==> config.mk <==
export PLATFORM = sky130hd
export DESIGN_NAME = resize_pixel_writer_flat
export DESIGN_NICKNAME = d
export VERILOG_FILES = /design/src/rtl/resize_pixel_writer_pkg.sv /design/src/rtl/resize_pixel_writer_if.sv /design/src/rtl/resize_addr_counter.sv /design/src/rtl/resize_pixel_writer.sv /design/src/flat_wrapper.sv
export SDC_FILE = /design/constraint.sdc
export NUM_CORES = 1
export LEC_CHECK = 0
export ABC_CLOCK_PERIOD_IN_PS = 2700
export CAP_MARGIN = 40
export CORE_MARGIN = 2
export CORE_UTILIZATION = 45
export DETAILED_ROUTE_END_ITERATION = 8
export PLACE_DENSITY_LB_ADDON = 0.2
export SLEW_MARGIN = 20
export SYNTH_ARGS = -nofsm -noshare
export SYNTH_HDL_FRONTEND = slang
export SYNTH_HIERARCHICAL = 1
export SYNTH_SLANG_ARGS = --single-unit
==> constraint.sdc <==
create_clock -name clk_os -period 2.7 [get_ports clk_os]
set_clock_uncertainty 0.05 [all_clocks]
set_input_delay 0.54 -clock clk_os [delete_from_list [all_inputs] [get_ports clk_os]]
set_output_delay 0.54 -clock clk_os [all_outputs]
set_load 0.02 [all_outputs]
==> src/rtl/resize_pixel_writer_pkg.sv <==
// Shared state encoding and default widths for the resize pixel writer.
package resize_pixel_writer_pkg;

  localparam int DEF_DATA_WIDTH_8  = 8;
  localparam int DEF_DATA_WIDTH_12 = 12;
  localparam int DEF_ADDR_WIDTH    = 20;

  typedef enum logic [1:0] {
    ST_IDLE    = 2'd0,
    ST_COLLECT = 2'd1,
    ST_DONE    = 2'd2
  } state_t;

endpackage

==> src/rtl/resize_pixel_writer_if.sv <==
// Frame control, source pixel stream and destination write bus of the writer.
interface resize_pixel_writer_if #(
  parameter int DATA_WIDTH_8  = 8,
  parameter int DATA_WIDTH_12 = 12,
  parameter int ADDR_WIDTH    = 20
);
  logic                     i_start;
  logic [DATA_WIDTH_12-1:0] dst_width;
  logic [DATA_WIDTH_12-1:0] dst_height;
  logic                     i_pixel_valid;
  logic [DATA_WIDTH_8-1:0]  i_pixel;
  logic                     i_isreach;
  logic                     o_wr_en;
  logic [ADDR_WIDTH-1:0]    o_wr_addr;
  logic [DATA_WIDTH_8-1:0]  o_wr_data;
  logic                     o_busy;
  logic                     o_frame_done;
  logic                     o_error;

  modport master (
    output i_start, dst_width, dst_height, i_pixel_valid, i_pixel, i_isreach,
    input  o_wr_en, o_wr_addr, o_wr_data, o_busy, o_frame_done, o_error
  );

  modport slave (
    input  i_start, dst_width, dst_height, i_pixel_valid, i_pixel, i_isreach,
    output o_wr_en, o_wr_addr, o_wr_data, o_busy, o_frame_done, o_error
  );
endinterface

==> src/rtl/resize_addr_counter.sv <==
// Destination raster position (x, y) and linear write address for one frame.
module resize_addr_counter #(
  parameter int DATA_WIDTH_12 = 12,
  parameter int ADDR_WIDTH    = 20
) (
  input  logic                     clk_os,
  input  logic                     reset,
  input  logic                     clear,
  input  logic                     advance,
  input  logic [DATA_WIDTH_12-1:0] width,
  input  logic [DATA_WIDTH_12-1:0] height,
  output logic [ADDR_WIDTH-1:0]    addr,
  output logic                     last
);

  logic [DATA_WIDTH_12-1:0] x;
  logic [DATA_WIDTH_12-1:0] y;
  logic                     x_end;

  assign x_end = (x == width - DATA_WIDTH_12'(1));
  assign last  = x_end && (y == height - DATA_WIDTH_12'(1));

  always_ff @(posedge clk_os or posedge reset) begin
    if (reset) begin
      x    <= '0;
      y    <= '0;
      addr <= '0;
    end else if (clear) begin
      x    <= '0;
      y    <= '0;
      addr <= '0;
    end else if (advance) begin
      addr <= addr + ADDR_WIDTH'(1);
      if (x_end) begin
        x <= '0;
        y <= y + DATA_WIDTH_12'(1);
      end else begin
        x <= x + DATA_WIDTH_12'(1);
      end
    end
  end

endmodule

==> src/rtl/resize_pixel_writer.sv <==
// Writes resize-accepted source pixels into a raster-ordered destination buffer.
module resize_pixel_writer
  import resize_pixel_writer_pkg::*;
#(
  parameter int DATA_WIDTH_8  = DEF_DATA_WIDTH_8,
  parameter int DATA_WIDTH_12 = DEF_DATA_WIDTH_12,
  parameter int ADDR_WIDTH    = DEF_ADDR_WIDTH
) (
  input  logic                clk_os,
  input  logic                reset,
  resize_pixel_writer_if.slave bus
);

  // Wide enough for the full dimension product and for 2^ADDR_WIDTH itself.
  localparam int PW = ((2 * DATA_WIDTH_12 > ADDR_WIDTH) ? 2 * DATA_WIDTH_12 : ADDR_WIDTH) + 1;

  state_t                   state;
  logic [DATA_WIDTH_12-1:0] width_q;
  logic [DATA_WIDTH_12-1:0] height_q;
  logic [PW-1:0]            area;
  logic                     start_ok;
  logic                     clear;
  logic                     advance;
  logic [ADDR_WIDTH-1:0]    cur_addr;
  logic                     last;

  logic                     wr_en_q;
  logic [ADDR_WIDTH-1:0]    wr_addr_q;
  logic [DATA_WIDTH_8-1:0]  wr_data_q;
  logic                     busy_q;
  logic                     frame_done_q;
  logic                     error_q;

  always_comb begin
    area     = PW'(bus.dst_width) * PW'(bus.dst_height);
    start_ok = (bus.dst_width != '0) && (bus.dst_height != '0) &&
               (area <= (PW'(1) << ADDR_WIDTH));
    clear    = bus.i_start && start_ok && (state != ST_DONE);
    advance  = (state == ST_COLLECT) && !bus.i_start &&
               bus.i_pixel_valid && bus.i_isreach;
  end

  resize_addr_counter #(
    .DATA_WIDTH_12(DATA_WIDTH_12),
    .ADDR_WIDTH   (ADDR_WIDTH)
  ) u_addr_counter (
    .clk_os (clk_os),
    .reset  (reset),
    .clear  (clear),
    .advance(advance),
    .width  (width_q),
    .height (height_q),
    .addr   (cur_addr),
    .last   (last)
  );

  always_ff @(posedge clk_os or posedge reset) begin
    if (reset) begin
      state        <= ST_IDLE;
      width_q      <= '0;
      height_q     <= '0;
      wr_en_q      <= 1'b0;
      wr_addr_q    <= '0;
      wr_data_q    <= '0;
      busy_q       <= 1'b0;
      frame_done_q <= 1'b0;
      error_q      <= 1'b0;
    end else begin
      wr_en_q      <= 1'b0;
      frame_done_q <= 1'b0;
      case (state)
        ST_IDLE, ST_COLLECT: begin
          if (bus.i_start) begin
            if (start_ok) begin
              width_q  <= bus.dst_width;
              height_q <= bus.dst_height;
              error_q  <= 1'b0;
              busy_q   <= 1'b1;
              state    <= ST_COLLECT;
            end else begin
              error_q  <= 1'b1;
              busy_q   <= 1'b0;
              state    <= ST_IDLE;
            end
          end else if (advance) begin
            wr_en_q   <= 1'b1;
            wr_addr_q <= cur_addr;
            wr_data_q <= bus.i_pixel;
            if (last) begin
              busy_q <= 1'b0;
              state  <= ST_DONE;
            end
          end
        end
        ST_DONE: begin
          frame_done_q <= 1'b1;
          state        <= ST_IDLE;
        end
        default: state <= ST_IDLE;
      endcase
    end
  end

  assign bus.o_wr_en      = wr_en_q;
  assign bus.o_wr_addr    = wr_addr_q;
  assign bus.o_wr_data    = wr_data_q;
  assign bus.o_busy       = busy_q;
  assign bus.o_frame_done = frame_done_q;
  assign bus.o_error      = error_q;

endmodule

==> src/flat_wrapper.sv <==
// flat-port wrapper written by rule: the top's interface ports become plain ports
module resize_pixel_writer_flat import resize_pixel_writer_pkg::*;
#(
  parameter int DATA_WIDTH_8  = DEF_DATA_WIDTH_8,
  parameter int DATA_WIDTH_12 = DEF_DATA_WIDTH_12,
  parameter int ADDR_WIDTH    = DEF_ADDR_WIDTH
)
  (clk_os, reset, bus_i_start, bus_dst_width, bus_dst_height, bus_i_pixel_valid, bus_i_pixel, bus_i_isreach, bus_o_wr_en, bus_o_wr_addr, bus_o_wr_data, bus_o_busy, bus_o_frame_done, bus_o_error);
  resize_pixel_writer_if #(.DATA_WIDTH_8(DATA_WIDTH_8), .DATA_WIDTH_12(DATA_WIDTH_12), .ADDR_WIDTH(ADDR_WIDTH)) bus_i ();
  input  logic clk_os;
  input  logic reset;
  input wire logic [$bits(bus_i.i_start)-1:0] bus_i_start;
  input wire logic [$bits(bus_i.dst_width)-1:0] bus_dst_width;
  input wire logic [$bits(bus_i.dst_height)-1:0] bus_dst_height;
  input wire logic [$bits(bus_i.i_pixel_valid)-1:0] bus_i_pixel_valid;
  input wire logic [$bits(bus_i.i_pixel)-1:0] bus_i_pixel;
  input wire logic [$bits(bus_i.i_isreach)-1:0] bus_i_isreach;
  output wire logic [$bits(bus_i.o_wr_en)-1:0] bus_o_wr_en;
  output wire logic [$bits(bus_i.o_wr_addr)-1:0] bus_o_wr_addr;
  output wire logic [$bits(bus_i.o_wr_data)-1:0] bus_o_wr_data;
  output wire logic [$bits(bus_i.o_busy)-1:0] bus_o_busy;
  output wire logic [$bits(bus_i.o_frame_done)-1:0] bus_o_frame_done;
  output wire logic [$bits(bus_i.o_error)-1:0] bus_o_error;
  assign bus_i.i_start = bus_i_start;
  assign bus_i.dst_width = bus_dst_width;
  assign bus_i.dst_height = bus_dst_height;
  assign bus_i.i_pixel_valid = bus_i_pixel_valid;
  assign bus_i.i_pixel = bus_i_pixel;
  assign bus_i.i_isreach = bus_i_isreach;
  assign bus_o_wr_en = bus_i.o_wr_en;
  assign bus_o_wr_addr = bus_i.o_wr_addr;
  assign bus_o_wr_data = bus_i.o_wr_data;
  assign bus_o_busy = bus_i.o_busy;
  assign bus_o_frame_done = bus_i.o_frame_done;
  assign bus_o_error = bus_i.o_error;
  resize_pixel_writer #(.DATA_WIDTH_8(DATA_WIDTH_8), .DATA_WIDTH_12(DATA_WIDTH_12), .ADDR_WIDTH(ADDR_WIDTH)) u_core (.clk_os(clk_os), .reset(reset), .bus(bus_i));
endmodule
==> results of run 1 <==
worst paths after layout:
path,to,slack [ns],cells past startpoint
max reg2reg,u_core/bus.o_busy$_DFFE_PP0P_,-0.10,10
min,u_core/u_addr_counter/addr[6]$_DFFE_PP0P_,0.40,2
min in group clk_os,u_core/bus.o_wr_addr[1]$_DFFE_PP0P_,0.46,1
min reg2reg,u_core/bus.o_wr_addr[1]$_DFFE_PP0P_,0.46,1
max in group asynchronous,u_core/state[0]$_DFFE_PP0P_,1.39,3
max,u_core/u_addr_counter/x[9]$_DFFE_PP0P_,-3.88,27
power by group:
group / switching (W) / leakage [nW] / total [W] / internal (W)
clock network: 0.000638 / 0.141 / 0.00129 / 0.000647
registers: 0.000288 / 1.34 / 0.00214 / 0.00186
logic: 0.00645 / 5.24 / 0.0135 / 0.00707
total: 0.00738 / 6.72 / 0.0169 / 0.00957
worst register-to-register path: cells and delay by family (launching register included):
kind	cells	cell delay, ns
XOR/XNOR	1	0.25
multiplexers	1	0.11
flip-flops	1	0.40
buffers and inverters	1	0.17
AND/OR/NAND/NOR	4	0.99
AO/OA/AOI/OAI	3	0.74
logic make-up after synthesis:
| group | share of synthesized area, % |
|---|---|
| AO/OA/AOI/OAI | 8.254 |
| multiplexers | 7.193 |
| AND/OR/NAND/NOR | 19.82 |
| buffers and inverters | 6.840 |
| adder cells (fa/ha/maj) | 27.68 |
| flip-flops | 24.87 |
| XOR/XNOR | 5.340 |
area by class of cell:
cell class                 count  area [um2]  share of cell area (%)
multi-input combinational    795        7767                   53.42
timing repair buffer         320        3113                   21.41
sequential                   102        2552                   17.55
inverter                     124       465.4                   3.201
tap                          285       356.6                   2.452
clock buffer                   9       225.2                   1.549
clock inverter                 7       61.31                  0.4216
routing by layer:
metal | track usage, % | routed length (um) | vias up | share of wire (%)
li1 | - | - | 4144 | -
met1 | 32.28 | 12180 | 4441 | 41
met2 | 43.81 | 15000 | 260 | 51
met3 | 2.646 | 1211 | 86 | 4.1
met4 | 11.99 | 1244 | 0 | 4.2
met5 | 0 | 0 | - | 0
repair_timing:
item                                    in CTS  in global routing
pin swaps                                   71                 28
endpoints found under the setup margin      72                 72
setup buffers                               67                 13
resized for setup                          193                 40
cloned                                       8                  2
per-stage QoR:
step                      hold slack, ns  area [um2]  cells
final                             0.4024       14540   1642
after global routing              0.4198       14540   1642
after CTS                         0.3946       14350   1633
after detailed placement          0.4443       12800   1542
after global placement            0.4394       12780   1541
after floorplan                   0.4120       10850   1073
registers in the layout (all words and copies together) (netlist names), 2 cells and up:
signal	flops
u_core/height_q	12
u_core/u_addr_counter/x	12
u_core/u_addr_counter/addr	20
u_core/u_addr_counter/y	12
u_core/bus.o_wr_addr	20
u_core/width_q	12
u_core/state	2
u_core/bus.o_wr_data	8
Yosys cell counts (6+ instances only):
| cell | n | area (um2) |
|---|---|---|
| nor2b_1 | 13 | 81.33 |
| nand3_1 | 28 | 140.1 |
| nand4_1 | 15 | 93.84 |
| xor2_1 | 33 | 289.0 |
| a21oi_1 | 34 | 170.2 |
| or4_1 | 7 | 52.55 |
| nor3_1 | 15 | 75.07 |
| inv_1 | 124 | 465.5 |
| fa_1 | 100 | 2002 |
| and3_1 | 7 | 43.79 |
| clkbuf_1 | 39 | 146.4 |
| nand2b_1 | 6 | 37.54 |
| o31ai_1 | 6 | 45.04 |
| a31oi_1 | 10 | 62.56 |
| ha_1 | 67 | 838.3 |
| or3_1 | 9 | 56.30 |
| mux2_4 | 18 | 270.3 |
| nand2_1 | 114 | 427.9 |
| nor4_1 | 13 | 81.33 |
| dfrtp_1 | 102 | 2552 |
| and2_1 | 69 | 431.7 |
| xnor2_1 | 27 | 236.5 |
| o21ai_0 | 22 | 110.1 |
| nor2_1 | 57 | 214.0 |
| mux2_2 | 36 | 405.4 |
==> flow_metrics.env, run 1 <==
export IMPL_worst_path_buf_inv=6
export IMPL_path_clk_slew_ns=0.07
export IMPL_final_cell_mix="200 x buf_4, 116 x inv_1, 102 x dfrtp_1"
export IMPL_fin_crit_sh_pct=243.7
export IMPL_critPathKind="in2reg"
export IMPL_drive_gt1_share_pct=35.52
export IMPL_place_ws_ns=-4.717
export IMPL_cts_tree="done"
export IMPL_rows=55
export IMPL_avgSynthCellArea_um2=9.564
export IMPL_dpl_hpwl_mm=19.84
export IMPL_worstSetupEndpointType="flip-flop"
export IMPL_grt_pass1_wl_mm=48.53
export IMPL_final_common_cell="buf_4"
export IMPL_report_final_slew_viol_count=0
export IMPL_hold_class="in2async"
export IMPL_cp_arrival_ns=6.78
export IMPL_fp_dieW_um=155.0
export IMPL_synth_area_mm2=0.01026
export IMPL_synth_enable_flop_cells=0
export IMPL_root_buffer="clkbuf_16"
export IMPL_ant_nets=0
export IMPL_die_y_um=155.0
export IMPL_n_fill_cell=1758
export IMPL_ys_flop_type="dfrtp_1"
export IMPL_finalSetupViolations=71
export IMPL_netlist_instances=1073
export IMPL_postCtsHoldBufs=0
export IMPL_crit_family="adder cells"
export IMPL_area_growth_pct=41.70
export IMPL_fin_ws_ns=-3.879
export IMPL_fin_tns_setup_ns=-253.59
export IMPL_portBuffers=68
export IMPL_antenna_found_initial=0
export IMPL_clock_latency_ns=0.36
export IMPL_crit_path_start_kind="input port"
export IMPL_maxSlewHeadroom_pct=60.46
export IMPL_drt_wl_total_mm=29.64
export IMPL_p_per_area_mw_per_mm2=1165
export IMPL_grt_max_degree=31
export IMPL_crit_slowest_cell="or4b_4"
export IMPL_cts_sinks=102
export IMPL_antenna_cells=0
export IMPL_first_pass_iters=5
export IMPL_initial_core_util_pct=45.60
export IMPL_synth_cell_type_count=75
export IMPL_fmax_mhz=152.0
export IMPL_path_common_cell="fa_1"
export IMPL_cpPeakStageDelay_ns=0.59
export IMPL_synth_nets=1277
export IMPL_crit_start="bus_dst_width[7]"
export IMPL_drv_cap=0
export IMPL_boundaryPins=69
export IMPL_async_flop_share_pct=100.0
export IMPL_grt_pass1_vias=9461
export IMPL_yosys_warnings=6
export IMPL_grtUsageTotal_pct=25.44
export IMPL_synth_seq_area_share_pct=24.87
export IMPL_vias=8931
export IMPL_power_total_w=0.01695
export IMPL_wl_per_cell_um=18.05
export IMPL_reg2reg_from="u_core/height_q[0]$_DFFE_PP0P_"
export IMPL_nNetsFinal=1556
export IMPL_cts_buffer_depth=2
export IMPL_ys_ff_latch=102
export IMPL_drtIter0Drc=453
export IMPL_period_needed_ns=6.579
export IMPL_drcViolationCount=0
export IMPL_numCtsBuffers=9
export IMPL_vdd_drop_max_uv=2076
export IMPL_crit_fanout=8
export IMPL_worst_pin_slew_ns=0.5922
export IMPL_die_area_mm2=0.02403
export IMPL_gr_total_overflow=0
export IMPL_run_status="finished, violations left"
export IMPL_drt_vias_per_instance=5.439
export IMPL_crit_required_ns=2.90
export IMPL_final_core_util_pct=64.62
export IMPL_p_leak_nw=6.722
export IMPL_grt_setup_unrepaired="yes"
export IMPL_violations="setup timing"
export IMPL_globalplace_congestion=0.9043
export IMPL_coreArea_mm2=0.02250
export IMPL_htree_levels=3
export IMPL_hold_viol=0
Power figures use the tool's default switching activity.
==> inputs of run 2 (changes only) <==
--- a/config.mk
+++ b/config.mk
@@ -7,7 +7,7 @@
 export LEC_CHECK = 0
 export ABC_CLOCK_PERIOD_IN_PS = 2700
 export CAP_MARGIN = 40
-export CORE_MARGIN = 2
+export CORE_MARGIN = 5
 export CORE_UTILIZATION = 45
 export DETAILED_ROUTE_END_ITERATION = 8
 export PLACE_DENSITY_LB_ADDON = 0.2
==> flow_metrics.env, run 2 (synthesized netlist as in run 1, its figures left out) <==
export IMPL_grt_max_degree=59
export IMPL_final_cell_mix="177 x buf_4, 111 x inv_1, 102 x dfrtp_1"
export IMPL_crit_path_start_kind="input port"
export IMPL_critPathKind="in2reg"
export IMPL_ant_nets=0
export IMPL_fin_tns_setup_ns=-248.33
export IMPL_drt_vias_per_instance=5.403
export IMPL_cts_buffer_depth=2
export IMPL_globalplace_congestion=0.8480
export IMPL_cp_arrival_ns=6.77
export IMPL_violations="setup timing"
export IMPL_p_sw_w=0.007131
export IMPL_hold_viol=0
export IMPL_finalSetupViolations=71
export IMPL_p_clk_share_pct=7.9
export IMPL_postCtsHoldBufs=0
export IMPL_root_buffer="clkbuf_16"
export IMPL_crit_fanout=8
export IMPL_drtIter0Drc=483
export IMPL_portBuffers=68
export IMPL_fin_crit_sh_pct=243.5
export IMPL_initial_core_util_pct=45.47
export IMPL_fmax_mhz=152.1
export IMPL_fin_ws_ns=-3.874
export IMPL_report_final_slew_viol_count=0
export IMPL_nNetsFinal=1545
export IMPL_antenna_cells=0
export IMPL_htree_levels=3
export IMPL_drt_wl_total_mm=28.85
export IMPL_run_status="finished, violations left"
export IMPL_first_pass_iters=5
export IMPL_path_clk_slew_ns=0.07
export IMPL_grtUsageTotal_pct=21.60
export IMPL_area_growth_pct=42.04
export IMPL_drcViolationCount=0
export IMPL_rows=55
export IMPL_vdd_drop_max_uv=1953
export IMPL_vias=8812
export IMPL_gr_total_overflow=0
export IMPL_die_area_mm2=0.02593
export IMPL_grt_pass1_wl_mm=45.96
export IMPL_seq_power_share_pct=12.8
export IMPL_p_leak_nw=6.691
export IMPL_p_sw_share_pct=42.60
export IMPL_numCtsBuffers=9
export IMPL_hold_class="reg2reg"
export IMPL_place_area_mm2=0.01271
export IMPL_grt_setup_unrepaired="yes"
export IMPL_cts_sinks=102
export IMPL_boundaryPins=69
export IMPL_crit_required_ns=2.89
export IMPL_final_core_util_pct=64.58
export IMPL_fp_dieW_um=161.0
export IMPL_coreArea_mm2=0.02257
export IMPL_hold_slack_ns=0.4575
export IMPL_worst_pin_slew_ns=0.5765
export IMPL_worstSetupEndpointType="flip-flop"
export IMPL_final_area_mm2=0.01458
export IMPL_cts_tree="done"
export IMPL_wl_per_cell_um=17.69
export IMPL_dpl_hpwl_mm=19.86
export IMPL_clock_latency_ns=0.36
export IMPL_grt_pass1_vias=9062
export IMPL_maxSlewHeadroom_pct=61.56
export IMPL_final_common_cell="buf_4"
export IMPL_p_per_area_mw_per_mm2=1148
export IMPL_drv_cap=0
export IMPL_drive_gt1_share_pct=35.96
export IMPL_internal_power_w=0.009610
export IMPL_antenna_found_initial=0
export IMPL_die_y_um=161.0
export IMPL_combPwrFrac_pct=79.3
export IMPL_period_needed_ns=6.574
[run 2: timing repair]
item / in CTS / in global routing
hold endpoints to repair: 0 / 0
gates resized for setup: 181 / 101
setup buffers: 44 / 23
pin swaps: 55 / 105
cloned: 13 / 3
endpoints found under the setup margin: 72 / 72
[run 2: final cells by class]
cell class,count,area (um2)
tap,285,356.6
timing repair buffer,309,3103
fill,1746,7995
sequential,102,2552
clock buffer,10,239.0
multi-input combinational,795,7800
inverter,124,465.4
clock inverter,6,60.06
[run 2: per-layer routing]
| metal | global-route usage, % | up-vias | part of all wire (%) |
|---|---|---|---|
| met1 | 27.91 | 4320 | 41 |
| met3 | 1.888 | 94 | 3.5 |
| met2 | 37.45 | 273 | 50 |
| met5 | 0 | - | 0 |
| met4 | 9.073 | 0 | 5.1 |
| li1 | - | 4125 | - |
[run 2: final timing paths]
| kind | to | depth (start not counted) | from | slack [ns] |
|---|---|---|---|---|
| max in group asynchronous | u_core/u_addr_counter/x[7]$_DFFE_PP0P_ | 3 | reset | 1.57 |
| worst max-delay path | u_core/u_addr_counter/x[9]$_DFFE_PP0P_ | 25 | bus_dst_height[11] | -3.87 |
| worst min-delay path | u_core/bus.o_wr_addr[2]$_DFFE_PP0P_ | 1 | u_core/bus.o_wr_addr[2]$_DFFE_PP0P_ | 0.46 |
| min in group asynchronous | u_core/bus.o_wr_addr[16]$_DFFE_PP0P_ | 3 | reset | 0.54 |
| worst max register to register | u_core/u_addr_counter/y[10]$_DFFE_PP0P_ | 10 | u_core/width_q[0]$_DFFE_PP0P_ | -0.10 |
| worst min register to register | u_core/bus.o_wr_addr[2]$_DFFE_PP0P_ | 1 | u_core/bus.o_wr_addr[2]$_DFFE_PP0P_ | 0.46 |
[run 2: power by group through the flow]
stage | registers, W | clock network [W] | logic, W
6_report | 0.00214 | 0.00132 | 0.0133
3_5_place_dp | 0.00216 | 0 | 0.0104
4_1_cts | 0.00213 | 0.00134 | 0.0121
3_3_place_gp | 0.00214 | 0 | 0.0104
5_1_grt | 0.00219 | 0.00139 | 0.0144
2_1_floorplan | 0.00226 | 0 | 0.00733
[run 2: worst max-delay path, stage by stage]
cell,delay (ns)
buf_6,0.09
buf_6,0.12
buf_6,0.13
nand2_4,0.06
fa_1,0.47
fa_1,0.61
fa_1,0.47
fa_2,0.49
fa_1,0.54
inv_2,0.05
ha_4,0.31
and4_4,0.24
nand2_2,0.07
o31a_4,0.29
or3_1,0.37
and3_4,0.18
or4b_4,0.59
nor2_4,0.13
buf_12,0.13
o2111ai_4,0.14
nor2_4,0.17
and3_4,0.21
and3_4,0.19
xnor2_2,0.10
nor2_1,0.05
[run 2: through the flow]
stage / worst slack, ns / power (W) / std cells
5_1_grt: -4.076 / 0.01798 / 1631
6_report: -3.874 / 0.01674 / 1631
2_1_floorplan: -3.747 / 0.009593 / 1073
4_1_cts: -3.793 / 0.01561 / 1608
3_3_place_gp: -4.661 / 0.01252 / 1535
3_5_place_dp: -4.678 / 0.01261 / 1535
